<file path="src/rtl/sipo_deframer.sv">
// sipo_deframer
//   Collects framed serial bits into WIDTH-bit words and hands each completed
//   word to a downstream holding register over a valid/ready parallel port.
//   A start-of-frame marker aligns every word. One completed word is buffered.
//   Sticky status bits report dropped words and sof arriving mid-word.
//
// Ports
//   clk        rising-edge clock
//   reset      asynchronous reset, active low
//   si_valid   qualifies si/sof
//   si         serial data bit
//   sof        accepted bit is bit 0 of a new word
//   po         parallel word (held while undelivered, keeps last value after)
//   po_valid   po holds an undelivered word
//   po_ready   downstream takes po at this edge
//   clr_err    clears overrun/frame_err (a coincident set event wins)
//   overrun    sticky: completed word dropped because po was still full
//   frame_err  sticky: sof arrived while a word was partially collected
module sipo_deframer #(
    parameter int WIDTH     = 4,
    parameter bit MSB_FIRST = 1'b1
) (
    input  logic             clk,
    input  logic             reset,
    input  logic             si_valid,
    input  logic             si,
    input  logic             sof,
    output logic [WIDTH-1:0] po,
    output logic             po_valid,
    input  logic             po_ready,
    input  logic             clr_err,
    output logic             overrun,
    output logic             frame_err
);

    localparam int CW = (WIDTH > 2) ? $clog2(WIDTH) : 1;

    typedef enum logic {IDLE, SHIFT} state_t;

    state_t            state, state_nxt;
    logic [CW-1:0]     cnt, cnt_nxt;
    logic [WIDTH-1:0]  sr, sr_nxt;
    logic [WIDTH-1:0]  first_bit;   // sr image holding only bit 0 of a new word
    logic [WIDTH-1:0]  shifted;     // sr with si appended; the full word on completion
    logic              done;        // WIDTH-th bit accepted this cycle
    logic              restart;     // sof seen while mid-word
    logic              load;

    // MSB-first shifts left so the first bit ends in po[WIDTH-1];
    // LSB-first shifts right so the first bit ends in po[0].
    assign first_bit = MSB_FIRST ? {{(WIDTH-1){1'b0}}, si} : {si, {(WIDTH-1){1'b0}}};
    assign shifted   = MSB_FIRST ? {sr[WIDTH-2:0], si}     : {si, sr[WIDTH-1:1]};

    always_ff @(posedge clk or negedge reset) begin
        if (!reset) begin
            state <= IDLE;
            cnt   <= '0;
            sr    <= '0;
        end else begin
            state <= state_nxt;
            cnt   <= cnt_nxt;
            sr    <= sr_nxt;
        end
    end

    always_comb begin
        state_nxt = state;
        cnt_nxt   = cnt;
        sr_nxt    = sr;
        done      = 1'b0;
        restart   = 1'b0;
        case (state)
            IDLE: begin
                // bits without sof are dropped until alignment is found
                if (si_valid && sof) begin
                    sr_nxt    = first_bit;
                    cnt_nxt   = CW'(1);
                    state_nxt = SHIFT;
                end
            end
            SHIFT: begin
                if (si_valid) begin
                    if (sof) begin
                        restart = 1'b1;
                        sr_nxt  = first_bit;
                        cnt_nxt = CW'(1);
                    end else if (cnt == CW'(WIDTH-1)) begin
                        done      = 1'b1;
                        sr_nxt    = shifted;
                        cnt_nxt   = '0;
                        state_nxt = IDLE;
                    end else begin
                        sr_nxt  = shifted;
                        cnt_nxt = cnt + CW'(1);
                    end
                end
            end
            default: state_nxt = IDLE;
        endcase
    end

    // A finished word may load when the buffer is empty or is being drained
    // at the same edge; otherwise the new word is the one that gets dropped.
    assign load = done && (!po_valid || po_ready);

    always_ff @(posedge clk or negedge reset) begin
        if (!reset) begin
            po        <= '0;
            po_valid  <= 1'b0;
            overrun   <= 1'b0;
            frame_err <= 1'b0;
        end else begin
            if (load)
                po <= shifted;
            po_valid  <= load | (po_valid & ~po_ready);
            overrun   <= (done & po_valid & ~po_ready) | (overrun & ~clr_err);
            frame_err <= restart | (frame_err & ~clr_err);
        end
    end

endmodule

</file>
<file path="config.mk">
export PLATFORM = sky130hd
export DESIGN_NAME = sipo_deframer
export DESIGN_NICKNAME = d
export VERILOG_FILES = /design/src/rtl/sipo_deframer.sv
export SDC_FILE = /design/constraint.sdc
export NUM_CORES = 1
export LEC_CHECK = 0
export ABC_AREA = 0
export CORE_MARGIN = 8
export CORE_UTILIZATION = 30
export CTS_CLUSTER_DIAMETER = 50
export DETAILED_ROUTE_END_ITERATION = 7
export PLACE_DENSITY_LB_ADDON = 0.08
export SLEW_MARGIN = 0
export SYNTH_ARGS = -nofsm -noshare
export SYNTH_HDL_FRONTEND = slang
export SYNTH_SLANG_ARGS = --single-unit
export TNS_END_PERCENT = 10
</file>
<file path="constraint.sdc">
create_clock -name clk -period 2.01 [get_ports clk]
set_clock_uncertainty 0.15 [all_clocks]
set_input_delay 0.402 -clock clk [delete_from_list [all_inputs] [get_ports clk]]
set_output_delay 0.402 -clock clk [all_outputs]
set_load 0.02 [all_outputs]
</file>
==> results of run 1 <==
==> power by group <==
| group | switching [mW] | internal, mW |
|---|---|---|
| registers | 0.0800 | 0.347 |
| logic | 0.157 | 0.215 |
| clock network | 0.0801 | 0.0767 |
==> cell type report <==
class / count / area, sq um / share of cell area, %
Clock buffer: 4 / 26.28 / 3.318
Inverter: 5 / 18.77 / 2.370
Multi-Input combinational cell: 28 / 242.7 / 30.65
Sequential cell: 13 / 325.3 / 41.07
Tap cell: 27 / 33.78 / 4.265
Timing Repair Buffer: 15 / 145.1 / 18.33
==> cells by family (layout without fill, tap and decap cells) <==
kind of cell,count (synthesis),after routing
DFF,13,13
muxes,5,5
buffers and inverters,7,24
and+or+nand+nor,10,10
AOI/OAI and AO/OA,12,12
adders and majority gates,1,1
==> registers in the layout (all words and copies together), names as in the netlist <==
register / cells
po_valid: 1
po: 4
cnt: 2
sr: 3
frame_err: 1
state: 1
overrun: 1
==> per-stage QoR <==
step | utilization [%] | instances | hold slack, ns
finish | 41.21 | 92 | 0.3564
global placement | 39.84 | 88 | 0.3515
floorplan | - | 48 | -0.04359
CTS | 41.21 | 92 | 0.3645
global route | 41.21 | 92 | 0.3870
detailed placement | 39.84 | 88 | 0.3526
==> worst max-delay path by stage <==
| stage | slack [ns] | to | cells after the start | from |
|---|---|---|---|---|
| floorplan | 0.54 | po[0] | 4 | cnt[0] |
| global placement | 0.14 | po[3] | 4 | sof |
| detailed placement | 0.12 | po[3] | 4 | si_valid |
| CTS | 0.20 | po[3] | 1 | po[3] |
| global route | 0.16 | po[2] | 1 | po[2] |
| finish | 0.23 | po[0] | 1 | po[0] |
==> cells in the final DEF (no fill, tap or decap) <==
cell type,instances
clkbuf_1,1
clkdlybuf4s50_1,13
buf_4,2
nand3_1,5
dfrtp_1,13
nand4b_4,1
a22o_1,1
mux2_4,4
o21a_1,4
ha_1,1
o22a_1,1
o21ai_0,2
o22ai_1,4
inv_1,5
nor2b_4,1
clkbuf_4,3
mux2_2,1
nand2_1,2
nand2b_1,1
==> layer usage <==
metal / track usage (%) / part of all wire, %
met2: 10.11 / 41
met1: 8.477 / 49
met5: 0 / 0
met4: 3.987 / 0.60
met3: 3.390 / 9.5
==> synth_stat cells <==
master	n	area share [%]
nand4b_4	1	4.0
o21ai_0	2	1.7
o22ai_1	4	4.2
a22o_1	1	1.5
o22a_1	1	1.5
o21a_1	4	5.0
nand2b_1	1	1.0
buf_2	2	1.7
nand3_1	5	4.2
mux2_2	1	1.9
nand2_1	2	1.3
dfrtp_1	13	55
inv_1	5	3.1
nor2b_4	1	2.3
ha_1	1	2.1
mux2_4	4	10
==> results by group, run 1 <==
Outcome
  • Status: finished, final reports clean

Final layout
  • Layout cells sized above 1: 18.46%
  • # nets final: 74
  • Fillcell total: 206
  • Post-route cell area: 792.0 sq um
  • Area Growth Syn to Fin: 32.70%
  • Number of antenna diodes: 0

Detailed routing
  • Avg Vias per Cell: 4.391
  • DRC Markers: 0
  • Per-cell routed wire length: 12.59 microns
  • Via count: 404
  • Drt first pass iters: 4
  • Iter 0 DRT Violations: 11
  • Drt total wl: 1158 microns
  • Antenna viol nets, final: 0

Pwr
  • Leak: 0.3477 nW
  • Overall power: 955.4 uW
  • Peak supply drop: 0.4620 mV
  • PwrDens: 1206 mW/mm^2

Placement
  • GPL Wtd Cong: 0.6814
  • Pre-CTS WS: 0.1224 ns
  • Dpl cell area: 765.7 sq um
  • Port bufs: 13
  • Post-DP HPWL: 875 microns

Synthesis
  • Seq/Total Area, Yosys: 54.51%
  • Synth Area in Simple Gates: 12.79%
  • Mapped Area: 596.8 sq um
  • Adder-cell area share of the yosys netlist: 2.096%
  • Syn nets: 56
  • Synth Area in XOR/XNOR: 0%
  • Compound-Gate Fraction of Synth Area: 13.84%
  • Syn Area/Cell: 12.43 sq um
  • Synth Warn #: 0
  • Seq cells post-synth: 13
  • Synthesized instance count: 48
  • Distinct cell type count after synthesis: 16
  • Mux contribution to synthesized area: 11.95%
  • Main combinational cell family by area after synthesis: compound AO/OA/AOI/OAI gates

Global route
  • Largest net degree at the start of global routing: 14
  • Initial antenna violation count: 0
  • Tot GR Track Use: 7.087%
  • Total gr overflow: 0
  • Vias in the first global route: 400
  • First-pass GRT wire length: 1883 microns

Setup path
  • Crit end category: output pin
  • Crit path max-delay cell type: clkdlybuf4s50_1
  • Worst Setup Start Kind: flip-flop
  • Buf/Inv on CP: 1
  • Sequence of cells on the critical path: clkdlybuf4s50_1
  • Crit path max-delay family: buffers and inverters
  • Crit path DAT: 1.23 ns
  • Reg2Reg Setup Slack: 0.43 ns
  • Delay of the slowest critical-path stage: 0.61 ns
  • CP Class: reg2out
  • Critical Path RT: 1.46 ns
  • CP max FO: 2
  • Reg-to-reg critical path endpoint: po[3]
  • FF-to-FF path depth: 4
  • FF-to-FF Start: cnt[0]

Clock tree
  • Clock root buffer: clkbuf_4
  • CTS tree: yes
  • CTS buffer count: 3
  • H-tree lvl count: 1
  • Clock sink total: 13
  • Setup bufs post-CTS: 0
  • Clock-pin slew on the worst setup and hold paths: 0.08 ns
  • Worst skew pair latency: 0.27 ns
  • Gates resized, CTS repair: 0
  • Hold Buf Count CTS: 0
  • CTS Buffer Depth: 2

Floorplan
  • Core area: 0.001922 sq mm
  • Num rows: 16
  • I/O pin count: 14
  • Die area: 0.003672 sq mm
  • Initial Util: 31.05%
  • Die Width: 60.60 microns
  • Die Ht: 60.60 microns

Timing
  • Max-slew violations: 0
  • Worst-margin pin slew: 0.5964 ns
  • Final Setup Violations: 0
  • Tcrit/Tclk final: 88.58%
  • Fmax: 561.7 MHz
  • Max_slew headroom: 60.11%
  • RSZ-0062 raised after global routing: no
  • Final TNS setup: 0 ns
  • Fin. Hold Viols: 0
  • Minimum clock period: 1.780 ns
  • Final setup margin: 0.2296 ns

Worst hold path
  • Hold WC Path Type: in2async

Job
  • Max Cap Violations: 0
Power figures use the tool's default switching activity.
==> inputs of run 2 (changes only) <==
--- a/config.mk
+++ b/config.mk
@@ -6,6 +6,7 @@
 export NUM_CORES = 1
 export LEC_CHECK = 0
 export ABC_AREA = 0
+export ABC_CLOCK_PERIOD_IN_PS = 2009
 export CORE_MARGIN = 8
 export CORE_UTILIZATION = 30
 export CTS_CLUSTER_DIAMETER = 50
==> results of run 2 <==
No change in the layout: final DEF, timing and power equal those of run 1.
